[src/rtl/my_cpu.vh]
// Shared pipeline bus widths and dest_flag bit positions for the CPU stages.
`ifndef MY_CPU_VH
`define MY_CPU_VH

`define EX_to_ME_Bus_Size 76
`define ME_to_WB_Bus_Size 70

// dest_flag = {signed, is_byte, is_half, offset[1:0]}
`define DF_SIGNED 4
`define DF_BYTE   3
`define DF_HALF   2
`define DF_OFF_HI 1
`define DF_OFF_LO 0

`endif

[src/rtl/me_unit_pkg.sv]
// Types shared by the memory-access stage: EX->ME and ME->WB bus layouts.
`include "my_cpu.vh"

package me_unit_pkg;

    localparam int EX_BUS_W = `EX_to_ME_Bus_Size;
    localparam int WB_BUS_W = `ME_to_WB_Bus_Size;

    typedef struct packed {
        logic [4:0]  dest_flag;
        logic [31:0] pc;
        logic [31:0] alu_result;
        logic        res_from_mem;
        logic        gr_we;
        logic [4:0]  dest;
    } ex_me_bus_t;

    typedef struct packed {
        logic [31:0] pc;
        logic [31:0] final_result;
        logic        gr_we;
        logic [4:0]  dest;
    } me_wb_bus_t;

endpackage

[src/rtl/load_ext.sv]
// Combinational load extraction: picks byte/half/word from the SRAM word and extends it.
`include "my_cpu.vh"

module load_ext (
    input  logic [31:0] rdata,
    input  logic [4:0]  dest_flag,
    output logic [31:0] data
);

    function automatic logic [31:0] ext_byte(input logic [7:0] b, input logic sgn);
        return {{24{sgn & b[7]}}, b};
    endfunction

    function automatic logic [31:0] ext_half(input logic [15:0] h, input logic sgn);
        return {{16{sgn & h[15]}}, h};
    endfunction

    logic       sgn;
    logic [1:0] offset;
    logic [7:0] byte_sel;

    assign sgn    = dest_flag[`DF_SIGNED];
    assign offset = dest_flag[`DF_OFF_HI:`DF_OFF_LO];

    always_comb begin
        byte_sel = rdata[7:0];
        case (offset)
            2'd0: byte_sel = rdata[7:0];
            2'd1: byte_sel = rdata[15:8];
            2'd2: byte_sel = rdata[23:16];
            2'd3: byte_sel = rdata[31:24];
            default: byte_sel = rdata[7:0];
        endcase
    end

    always_comb begin
        data = rdata;
        if (dest_flag[`DF_BYTE])
            data = ext_byte(byte_sel, sgn);
        else if (dest_flag[`DF_HALF])
            data = ext_half(offset[1] ? rdata[31:16] : rdata[15:0], sgn);
    end

endmodule

[src/rtl/me_unit.sv]
// Memory-access pipeline stage: holds one instruction, merges load data, hands off to WB.
// Optional macro ME_LOAD_FORWARD_EN forwards extracted load data to ID instead of stalling it.
`include "my_cpu.vh"

module me_unit
    import me_unit_pkg::*;
(
    input  logic                           clk,
    input  logic                           reset,
    input  logic                           EX_to_ME_Valid,
    input  logic [`EX_to_ME_Bus_Size-1:0]  EX_to_ME_Bus,
    output logic                           ME_Allow_in,
    input  logic [31:0]                    data_sram_rdata,
    output logic                           ME_to_WB_Valid,
    input  logic                           WB_Allow_in,
    output logic [`ME_to_WB_Bus_Size-1:0]  ME_to_WB_Bus,
    output logic [4:0]                     ME_dest,
    output logic [31:0]                    ME_Forward_Res,
    output logic                           ME_to_ID_Ld_op
);

    ex_me_bus_t  bus_p1;
    me_wb_bus_t  wb_bus;
    logic        vld_p1;
    logic        first_cycle_p1;
    logic        rdata_buf_vld_p1;
    logic [31:0] rdata_buf_p1;
    logic        latch;
    logic        capture;
    logic [31:0] load_src;
    logic [31:0] load_data;
    logic [31:0] final_result;

    assign ME_Allow_in    = !vld_p1 || WB_Allow_in;
    assign ME_to_WB_Valid = vld_p1;
    assign latch          = ME_Allow_in && EX_to_ME_Valid;
    assign capture        = first_cycle_p1 && vld_p1 && bus_p1.res_from_mem;

    // Stage boundary EX -> ME: control state
    always_ff @(posedge clk) begin
        if (reset) begin
            vld_p1           <= 1'b0;
            first_cycle_p1   <= 1'b0;
            rdata_buf_vld_p1 <= 1'b0;
        end else begin
            if (ME_Allow_in)
                vld_p1 <= EX_to_ME_Valid;
            first_cycle_p1 <= latch;
            // Leaving the stage (drain or refill) invalidates the held load word.
            if (ME_Allow_in)
                rdata_buf_vld_p1 <= 1'b0;
            else if (capture)
                rdata_buf_vld_p1 <= 1'b1;
        end
    end

    // Stage boundary EX -> ME: datapath registers, no reset
    always_ff @(posedge clk) begin
        if (latch)
            bus_p1 <= EX_to_ME_Bus;
        if (capture)
            rdata_buf_p1 <= data_sram_rdata;
    end

    // SRAM data is only valid in the first cycle; afterwards the buffered copy is used.
    assign load_src = rdata_buf_vld_p1 ? rdata_buf_p1 : data_sram_rdata;

    load_ext u_load_ext (
        .rdata     (load_src),
        .dest_flag (bus_p1.dest_flag),
        .data      (load_data)
    );

    assign final_result = bus_p1.res_from_mem ? load_data : bus_p1.alu_result;

    always_comb begin
        wb_bus              = '0;
        wb_bus.pc           = bus_p1.pc;
        wb_bus.final_result = final_result;
        wb_bus.gr_we        = bus_p1.gr_we;
        wb_bus.dest         = bus_p1.dest;
    end

    assign ME_to_WB_Bus = wb_bus;
    assign ME_dest      = (vld_p1 && bus_p1.gr_we) ? bus_p1.dest : 5'd0;

`ifdef ME_LOAD_FORWARD_EN
    assign ME_Forward_Res = final_result;
    assign ME_to_ID_Ld_op = 1'b0;
`else
    assign ME_Forward_Res = bus_p1.alu_result;
    assign ME_to_ID_Ld_op = vld_p1 && bus_p1.res_from_mem;
`endif

endmodule

[config.mk]
export PLATFORM = sky130hd
export DESIGN_NAME = me_unit
export DESIGN_NICKNAME = d
export VERILOG_FILES = /design/src/rtl/me_unit_pkg.sv /design/src/rtl/load_ext.sv /design/src/rtl/me_unit.sv
export VERILOG_INCLUDE_DIRS = /design/src /design/src/rtl
export SDC_FILE = /design/constraint.sdc
export NUM_CORES = 1
export LEC_CHECK = 0
export CAP_MARGIN = 20
export CORE_MARGIN = 4
export CORE_UTILIZATION = 60
export DETAILED_ROUTE_END_ITERATION = 8
export DONT_BUFFER_PORTS = 1
export GPL_ROUTABILITY_DRIVEN = 0
export PLACE_DENSITY = 0.78
export SETUP_SLACK_MARGIN = 0.02
export SLEW_MARGIN = 5
export SYNTH_ARGS = -nofsm -noshare
export SYNTH_HDL_FRONTEND = slang
export SYNTH_HIERARCHICAL = 1
export SYNTH_SLANG_ARGS = --single-unit
export TNS_END_PERCENT = 20
[constraint.sdc]
create_clock -name clk -period 3.8 [get_ports clk]
set_input_delay 0.95 -clock clk [delete_from_list [all_inputs] [get_ports clk]]
set_output_delay 0.95 -clock clk [all_outputs]
set_load 0.03 [all_outputs]
==> results.ini <==
[timing]
slew_violations = 0
finalCriticalPeriod_ns = 3.581
period_share_pct = 94.23
fmax_mhz = 279.3
finClkSkew_ns = 0.01562
setup_tns_ns = 0
finalSetupViolCount = 0
worst_pin_slew_ns = 0.9807
rsz0062_at_grt = false
hold_violations = 0
slew_headroom_pct = 34.62

[cells_and_area]
layout-drive-gt1-share_pct = 30.23
stdcell_count = 440
layout_commonest_cell = edfxtp_1
nNetsFinal = 418
regArea_um2 = 3304
mostFrequentLayoutCells = edfxtp_1 (108), mux2_4 (57), mux2i_1 (23), nand2_1 (16), nand3_1 (16)
multi_input_area_um2 = 1739
fill_cells = 729
areaGrowthSynthToFinish_pct = -5.061
finish.utilization_pct = 58.91
diodes = 0

[logic_synthesis]
syn_avg_cell_area_um2 = 15.16
synthCells = 380
synth-seq-cells = 111
ys_seq_area_share_pct = 57.34
yosysWarnings = 6
ys_types = 30
mappedNetlistArea_um2 = 5761
synth_nets = 492

[clock_tree]
cts.path.max_buffers = 2
hold_buffers = 0
cts.sinks = 111
ctsResizeCount = 0
cts-htree-levels = 3
numCtsBuffers = 9
root_buffer = clkbuf_8
post_cts.repair.setup_buffers = 0
clkTransAtPathRegs_ns = 0.11
cts_tree = yes
insertion_delay_ns = 0.38

[floorplan]
initial_core_util_pct = 62.05
dieHeight_um = 106.0
dieArea_um2 = 11230
core_um2 = 9284
rows = 35
die_w_um = 106.0
ioPinCount = 222

[worst_setup_path]
critPathLaunchType = register
endpoint_kind = primary output
cp_slowest_cell = dfxtp_2
cp_data_arrival_time_ns = 2.63
crit_path_max_fanout = 18
required_ns = 2.85
critPathMaxStageDelay_ns = 0.57
critical_path_buf_inv_count = 1
cp_common_cell = mux2_4
critPathKind = reg2out
crit_path_cell_trace = buf_4 > mux2_4 > and3_1 > a211oi_1 > a221oi_1 > mux2_4
critPathTopFamily = multiplexers

[power_and_ir_drop]
power_leakage_nw = 2.098
vdd_drop_max_v = 0.0002886
power_density_nw_per_um2 = 481.5
totalPowerFinal_mw = 2.633

[global_route]
grt_pass1_wl_um = 17180
grt_overflow_total = 0
grt_max_degree = 77
gr-usage-all-layers_pct = 20.59
grt_pass1_vias = 2798
antenna_found_initial = 0

[route]
ant_nets = 0
wire_per_inst_um = 27.29
via_per_inst = 6.295
dr.pass1.iters = 4
drc = 0
vias = 2770
initialDrtViolationCount = 232
routed_wirelength_um = 12010

[placement]
portBuffers = 0
hpwl_um = 8866
place_inst = 424

[outcome]
status = finished clean

[job]
maxCapViolCount = 0

[min_path]
holdCritPathClass = reg2reg

## synth_stat cells
library cell	instances	area share (%)
buf_1	1	0.065
inv_1	1	0.065
nand2_1	16	1.0
nand3_1	16	1.4
a2bb2oi_4	1	0.46
edfxtp_1	108	56
buf_4	71	9.3
buf_2	4	0.35
a211oi_1	8	1.0
nor3_1	2	0.17
and3_1	15	1.6
nor2b_1	3	0.33
mux2i_1	23	4.0
buf_12	2	0.70
and2_1	3	0.33
nand2b_1	1	0.11
a221oi_1	7	1.1
and3b_1	1	0.15
nand2_2	2	0.22
clkbuf_1	2	0.13
nor2_2	1	0.11
a21oi_1	2	0.17
mux2_2	9	1.8
o21ai_0	8	0.70
mux2_4	57	15
buf_6	10	2.0
nor3b_1	1	0.13
dfxtp_1	3	1.0
nand3b_1	1	0.13
a22oi_4	1	0.37
## worst reg2reg max path: stages, from the launching register on
cell      delay [ns]
dfxtp_1         0.48
nand2b_1        0.41
and2_4          0.83
## stage by stage
stage | instance area [um2] | hold WS, ns | setup slack, ns
2_1_floorplan | 5761 | 0.5020 | 0.2174
3_3_place_gp | 5246 | 0.5141 | 0.4066
3_5_place_dp | 5246 | 0.5194 | 0.3977
4_1_cts | 5469 | 0.5399 | 0.2362
5_1_grt | 5469 | 0.5639 | 0.1470
6_report | 5469 | 0.5379 | 0.2192
## state kept, by name, summed over array words and instances, names as in the netlist
signal and count:
ME_Forward_Res 32, ME_to_WB_Bus 38, ME_to_WB_Valid 1, bus_p1 6
first_cycle_p1 1, rdata_buf_p1 32, rdata_buf_vld_p1 1
## final cells by class
| type | instances | share of cell area (%) |
|---|---|---|
| clock inverter | 7 | 1.807 |
| clock buffer | 9 | 2.265 |
| sequential | 111 | 60.42 |
| tap | 129 | 2.951 |
| timing repair buffer | 5 | 0.6863 |
| inverter | 1 | 0.06863 |
| multi-input combinational | 178 | 31.80 |
## routing by layer
metal,vias up,track usage [%],part of all wire [%]
met5,-,0,0
met4,0,8.048,1.5
met3,13,7.165,9.2
met2,179,33.33,49
met1,1383,25.47,40
li1,1195,-,-
## report_power, final
part	total [mW]	leakage (nW)	internal, mW	switching, mW
clock network	0.770	0.114	0.330	0.440
logic	0.325	0.935	0.121	0.204
registers	1.54	1.05	1.41	0.126
total	2.63	2.10	1.86	0.771
## logic make-up (layout without fill, tap and decap cells)
family	Yosys count	in the layout	synth area share (%)
flops	111	111	57.34
buf+inv	91	22	12.51
simple gates	62	62	5.735
compound gates	27	27	3.801
mux	89	89	20.61
## worst paths after layout
| kind | cells past startpoint | slack [ns] | from | endpoint |
|---|---|---|---|---|
| setup / recovery | 6 | 0.22 | rdata_buf_vld_p1$_SDFFE_PP0P_ | ME_to_WB_Bus[10] |
| hold / removal | 2 | 0.54 | first_cycle_p1$_SDFF_PP0_ | rdata_buf_vld_p1$_SDFFE_PP0P_ |
| setup reg to reg | 2 | 1.60 | ME_to_WB_Valid$_SDFFE_PP0P_ | ME_Forward_Res[9]$_DFFE_PP_ |
| hold reg to reg | 2 | 0.54 | first_cycle_p1$_SDFF_PP0_ | rdata_buf_vld_p1$_SDFFE_PP0P_ |
(Power assumes the default switching activity.)
